--- src/rtl/inst_fetch_queue_pkg.sv ---
// Shared types and widths for the instruction fetch queue.
// Holds the entry payload stored per queued instruction.
package inst_fetch_queue_pkg;

  localparam int unsigned ADDR_WIDTH = 32;
  localparam int unsigned DATA_WIDTH = 32;

  typedef struct packed {
    logic [ADDR_WIDTH-1:0] pc;
    logic [DATA_WIDTH-1:0] data;
  } InstQueueEntry;

  // Counter width able to represent 0..depth inclusive.
  function automatic int unsigned cnt_width(input int unsigned depth);
    return $clog2(depth + 1);
  endfunction

endpackage

--- src/rtl/inst_fetch_queue_mem.sv ---
// Entry storage for the fetch queue: one write port, one asynchronous read port,
// contents cleared synchronously on reset so the read port never shows X.
module inst_fetch_queue_mem
  import inst_fetch_queue_pkg::*;
#(
  parameter int unsigned DEPTH = 4,
  parameter int unsigned AW    = $clog2(DEPTH)
) (
  input  logic          i_clk,
  input  logic          i_rst,
  input  logic          i_wr_en,
  input  logic [AW-1:0] i_wr_addr,
  input  InstQueueEntry i_wr_data,
  input  logic [AW-1:0] i_rd_addr,
  output InstQueueEntry o_rd_data_c
);

  InstQueueEntry r_mem [DEPTH];

  always_ff @(posedge i_clk) begin
    if (i_rst) begin
      for (int i = 0; i < int'(DEPTH); i++) begin
        r_mem[i] <= '0;
      end
    end else if (i_wr_en) begin
      r_mem[i_wr_addr] <= i_wr_data;
    end
  end

  assign o_rd_data_c = r_mem[i_rd_addr];

endmodule

--- src/rtl/inst_fetch_queue.sv ---
// Instruction buffer between fetch and decode; strict FIFO, emptied in one cycle on flush.
// INST_FETCH_QUEUE_BYPASS_EN: forwards in_* straight to out_* when the queue is empty.
module inst_fetch_queue #(
  parameter int unsigned DEPTH      = 4,
  parameter int unsigned ADDR_WIDTH = inst_fetch_queue_pkg::ADDR_WIDTH,
  parameter int unsigned DATA_WIDTH = inst_fetch_queue_pkg::DATA_WIDTH
) (
  input  logic                         i_clk,
  input  logic                         i_rst,
  input  logic                         i_flush,
  input  logic                         i_in_valid,
  input  logic [ADDR_WIDTH-1:0]        i_in_pc,
  input  logic [DATA_WIDTH-1:0]        i_in_data,
  output logic                         o_in_ready,
  output logic                         o_out_valid,
  output logic [ADDR_WIDTH-1:0]        o_out_pc,
  output logic [DATA_WIDTH-1:0]        o_out_data,
  input  logic                         i_out_ready,
  output logic [$clog2(DEPTH+1)-1:0]   o_occupancy
);

  import inst_fetch_queue_pkg::*;

  localparam int unsigned PTR_W  = $clog2(DEPTH);
  localparam int unsigned CNT_W  = cnt_width(DEPTH);
  localparam int unsigned ENT_AW = inst_fetch_queue_pkg::ADDR_WIDTH;
  localparam int unsigned ENT_DW = inst_fetch_queue_pkg::DATA_WIDTH;

  logic [PTR_W-1:0] r_wr_ptr;
  logic [PTR_W-1:0] r_rd_ptr;
  logic [CNT_W-1:0] r_count;
  logic             r_in_ready;

  logic             w_kill;
  logic             w_stored_valid;
  logic             w_bypass;
  logic             w_push;
  logic             w_pop;
  logic [CNT_W-1:0] w_count_nxt;
  InstQueueEntry    w_wr_entry;
  InstQueueEntry    w_rd_entry;

  // Reset behaves exactly like a flush for the control path.
  assign w_kill         = i_rst | i_flush;
  assign w_stored_valid = (r_count != '0) & ~w_kill;

`ifdef INST_FETCH_QUEUE_BYPASS_EN
  assign w_bypass = (r_count == '0) & i_in_valid & ~w_kill;
`else
  assign w_bypass = 1'b0;
`endif

  // A bypassed instruction taken by decode this cycle is never written.
  assign w_push = i_in_valid & r_in_ready & ~w_kill & ~(w_bypass & i_out_ready);
  assign w_pop  = w_stored_valid & i_out_ready;

  always_comb begin
    w_count_nxt = r_count;
    if (w_kill) begin
      w_count_nxt = '0;
    end else if (w_push && !w_pop) begin
      w_count_nxt = r_count + CNT_W'(1);
    end else if (w_pop && !w_push) begin
      w_count_nxt = r_count - CNT_W'(1);
    end
  end

  // Pointers wrap naturally because DEPTH is a power of two.
  always_ff @(posedge i_clk) begin
    if (w_kill) begin
      r_wr_ptr   <= '0;
      r_rd_ptr   <= '0;
      r_count    <= '0;
      r_in_ready <= 1'b1;
    end else begin
      if (w_push) begin
        r_wr_ptr <= r_wr_ptr + PTR_W'(1);
      end
      if (w_pop) begin
        r_rd_ptr <= r_rd_ptr + PTR_W'(1);
      end
      r_count    <= w_count_nxt;
      r_in_ready <= (w_count_nxt != CNT_W'(DEPTH));
    end
  end

  assign w_wr_entry = '{pc: ENT_AW'(i_in_pc), data: ENT_DW'(i_in_data)};

  inst_fetch_queue_mem #(
    .DEPTH (DEPTH),
    .AW    (PTR_W)
  ) u_mem (
    .i_clk       (i_clk),
    .i_rst       (i_rst),
    .i_wr_en     (w_push),
    .i_wr_addr   (r_wr_ptr),
    .i_wr_data   (w_wr_entry),
    .i_rd_addr   (r_rd_ptr),
    .o_rd_data_c (w_rd_entry)
  );

  assign o_in_ready  = r_in_ready;
  assign o_occupancy = r_count;
  assign o_out_valid = w_stored_valid | w_bypass;

`ifdef INST_FETCH_QUEUE_BYPASS_EN
  assign o_out_pc   = w_bypass ? i_in_pc   : ADDR_WIDTH'(w_rd_entry.pc);
  assign o_out_data = w_bypass ? i_in_data : DATA_WIDTH'(w_rd_entry.data);
`else
  assign o_out_pc   = ADDR_WIDTH'(w_rd_entry.pc);
  assign o_out_data = DATA_WIDTH'(w_rd_entry.data);
`endif

endmodule

--- config.mk ---
export PLATFORM = sky130hd
export DESIGN_NAME = inst_fetch_queue
export DESIGN_NICKNAME = d
export VERILOG_FILES = /design/src/rtl/inst_fetch_queue_pkg.sv /design/src/rtl/inst_fetch_queue_mem.sv /design/src/rtl/inst_fetch_queue.sv
export SDC_FILE = /design/constraint.sdc
export NUM_CORES = 1
export LEC_CHECK = 0
export CAP_MARGIN = 20
export CORE_MARGIN = 2
export CORE_UTILIZATION = 55
export CTS_CLUSTER_SIZE = 8
export DETAILED_ROUTE_END_ITERATION = 10
export DONT_BUFFER_PORTS = 1
export HOLD_SLACK_MARGIN = 0.12
export PLACE_DENSITY = 0.73
export SYNTH_ARGS = -nofsm -noshare
export SYNTH_HDL_FRONTEND = slang
export SYNTH_SLANG_ARGS = --single-unit
--- constraint.sdc ---
create_clock -name i_clk -period 4.6 [get_ports i_clk]
set_input_delay 0.92 -clock i_clk [delete_from_list [all_inputs] [get_ports i_clk]]
set_output_delay 0.92 -clock i_clk [all_outputs]
set_load 0.05 [all_outputs]
==> impl_results.md <==
- Routed vias: 5,720
- Headroom to the max-slew limit: 31.0%
- CTS sink cnt: 266
- CTS root buffer: sky130_fd_sc_hd__clkbuf_16
- CP max-delay cell: sky130_fd_sc_hd__dfxtp_1
- Drt pass-1 iters: 5
- Pin count of the biggest net entering global routing: 66
- Number of hold buffers added after cts: 0
- Post-layout util: 63.1%
- Antenna Diode Count: 0
- Smallest setup slack after layout: 1040 ps
- Hold violation count in the final report: 0
- Max IR drop VDD: 0.000294 V
- Worst reg2reg path depth: 4
- Horizontal extent of the die: 149 um
- Initial standard-cell utilization of the core: 56.6%
- Mean Syn Cell Area: 16.8 um^2
- Post-placement cell area: 0.0117 mm^2
- Total of max-cap violations: 0
- Transition time of the tightest slew-check pin: 1030 ps
- Grt ovf: 0
- Final instance area: 0.0129 mm^2
- Crit-path cells: inv_1 > ha_1 > nor2b_1 > nor2_1
- Overall die height: 149 um
- Final worst clock skew: 16.9 ps
- Outcome: completed
- Kind of critical path: reg -> out
- Setup repair after global routing missed its margin: false
- First DRT Iteration DRCs: 328
- Post-detailed-route count of antenna-violating nets: 0
- Shortest period the worst path allows: 3560 ps
- Placement row count: 52
- TritonCTS clock tree: built
- Top achievable clock speed: 0.281 GHz
- DPL Wire Length: 12,100 um
- DRC viols: 0
- Synthesized netlist cell count: 684
- Post-cts resize count: 0
- Power per cell area: 440 mW/mm^2
- Setup violations, final: 0
- Detailed-route vias per instance: 5.87
- Part of the cycle the worst path needs: 77.4%
- Delay of the slowest cell on the worst path: 740 ps
- WP data required: 3680 ps
- Largest buffer count on any clock path: 3
- GPL Wtd Cong: 0.789
- Kind of capture point of the worst setup path: output port
- Die area: 0.0221 mm^2
- YS warnings: 0
- CTS HTree Levels: 2
- Total wirelength of the detailed-routed design: 22,900 um
- Arrival time at the worst endpoint: 2640 ps
- Worst hold slack across all endpoints: 537 ps
- Global-route wire length before repair: 35,300 um
- Post-synthesis sequential area ratio: 68.5%
- Antenna violations before repair: 0
- Number of buffers inserted during clock tree synthesis: 39
- Layout Nets: 762
- Vias in the first global route: 6,234
- Detail-routed net length per standard cell: 23.5 um
- Port-buffer cells: 0
- Hold WC Path Type: reg -> reg
- Floorplan Core Area: 0.0204 mm^2
- Clock insertion delay at the later pin of the skew report: 500 ps
- Worst-path fanout max: 6
- Cell Area, Synth: 0.0115 mm^2
- Total setup buffers inserted after CTS: 0
- Layout cells sized above 1: 18.2%
- Flops & latches, synth: 266
- Global routing usage summed across all routing layers: 21.4%
- CP Launch Type: flop
- Worst setup timing slack at the placement stage: 1570 ps
- Summed negative setup slack over all endpoints: 0 ps
- Static leakage: 0.00456 uW
- Layout overhead on the synthesized area: 11.6%
- Clock-pin slew on the worst setup and hold paths: 50 ps
- Cell depth of the worst hold path: 2
- Max Transition Viols Final: 0
- Io pins: 138
- Syn Nets: 756
- Post-synth cell types: 36
-- per-layer routing --
layer  vias up  global-route usage (%)  routed length [um]
met3        48                    6.66                2010
met1      2918                    26.7                8780
met5         -                       0                   0
met4         0                    7.48                 579
met2       213                    35.8               11600
li1       2541                       -                   -
-- flip-flops by register name, summed over array words and instances, names as in the netlist, named ones only --
register and count:
o_occupancy 3, u_mem.r_mem 256, r_wr_ptr 2, o_in_ready 1, r_rd_ptr 2
-- layout by cell type (no fill, tap or decap), types with 3 or more instances in the layout --
cell type | synthesis | final
sky130_fd_sc_hd__or2_4 | 1 | 4
sky130_fd_sc_hd__ha_1 | 3 | 3
sky130_fd_sc_hd__clkbuf_1 | 17 | 14
sky130_fd_sc_hd__nor2_1 | 10 | 9
sky130_fd_sc_hd__clkbuf_16 | 0 | 41
sky130_fd_sc_hd__buf_4 | 9 | 7
sky130_fd_sc_hd__and2_1 | 257 | 257
sky130_fd_sc_hd__dfxtp_1 | 10 | 8
sky130_fd_sc_hd__inv_1 | 3 | 3
sky130_fd_sc_hd__edfxtp_1 | 256 | 256
sky130_fd_sc_hd__xor2_1 | 3 | 3
sky130_fd_sc_hd__nor4_1 | 3 | 3
sky130_fd_sc_hd__mux4_2 | 64 | 64
sky130_fd_sc_hd__xnor2_1 | 3 | 3
-- worst max-delay path, delay by kind of cell (launching register included) --
kind	cells	cell delay, ps
buffers and inverters	1	200
and+or+nand+nor	2	940
adders and majority gates	1	260
DFF	1	740
-- report_power, final --
part / leakage (uW) / internal, uW / total, uW / switching (uW)
Combinational: 0.00130 / 76.2 / 319 / 242
Clock: 0.000526 / 1600 / 2530 / 931
Sequential: 0.00273 / 2780 / 2810 / 33.0
Total: 0.00456 / 4450 / 5660 / 1210
-- cell families (layout without fill, tap and decap cells) --
logic type | after synthesis | in the layout | share of synthesized area, %
buffers and inverters | 47 | 68 | 2.07
AO/OA/AOI/OAI | 10 | 10 | 0.717
XOR/XNOR | 6 | 6 | 0.456
multiplexers | 64 | 64 | 12.5
flip-flops | 266 | 266 | 68.5
AND/OR/NAND/NOR | 288 | 288 | 15.4
adder cells (fa/ha/maj) | 3 | 3 | 0.326
-- metrics by stage --
step,total power (uW),std cells
6_report,5660,975
5_1_grt,5830,975
4_1_cts,5700,973
3_5_place_dp,3170,917
3_3_place_gp,3160,917
2_1_floorplan,3110,684
-- cell usage after synthesis, drive strengths merged --
master | count | share of area (%)
or2 | 4 | 0.24
xor2 | 3 | 0.23
inv | 3 | 0.098
and2 | 257 | 14
o21ai | 1 | 0.043
a21bo | 1 | 0.087
o311a | 2 | 0.17
nor3 | 2 | 0.087
o31ai | 1 | 0.065
nor2b | 1 | 0.054
a32o | 1 | 0.087
clkbuf | 17 | 0.55
ha | 3 | 0.33
or3 | 1 | 0.054
nor3b | 2 | 0.13
xnor2 | 3 | 0.23
a21oi | 1 | 0.043
nand3 | 1 | 0.043
o2111ai | 1 | 0.076
nor2 | 11 | 0.38
o211ai | 1 | 0.065
nand2b | 1 | 0.054
buf | 27 | 1.4
and4bb | 1 | 0.11
nor4 | 3 | 0.16
nand4 | 1 | 0.054
edfxtp | 256 | 67
mux4 | 64 | 13
o31a | 1 | 0.076
nand2 | 2 | 0.065
dfxtp | 10 | 1.7
and3 | 1 | 0.054
-- worst paths after layout --
check	startpoint	to	slack [ps]
min reg2reg	r_rd_ptr[0]	r_rd_ptr[0]	540
min	r_rd_ptr[0]	r_rd_ptr[0]	540
max reg2reg	o_in_ready	u_mem.r_mem[1][47]	1830
max	o_occupancy[0]	o_out_valid	1040
-- layout make-up --
class                           count  area (um^2)
Timing Repair Buffer                9          100
Clock buffer                       55         1080
Inverter                            3         11.3
Clock inverter                      1         8.76
Tap cell                          270          338
Multi-Input combinational cell    371         3420
Sequential cell                   266         7900
Fill cell                        1403         7510
Note: power is estimated with default switching activity, not from simulation.
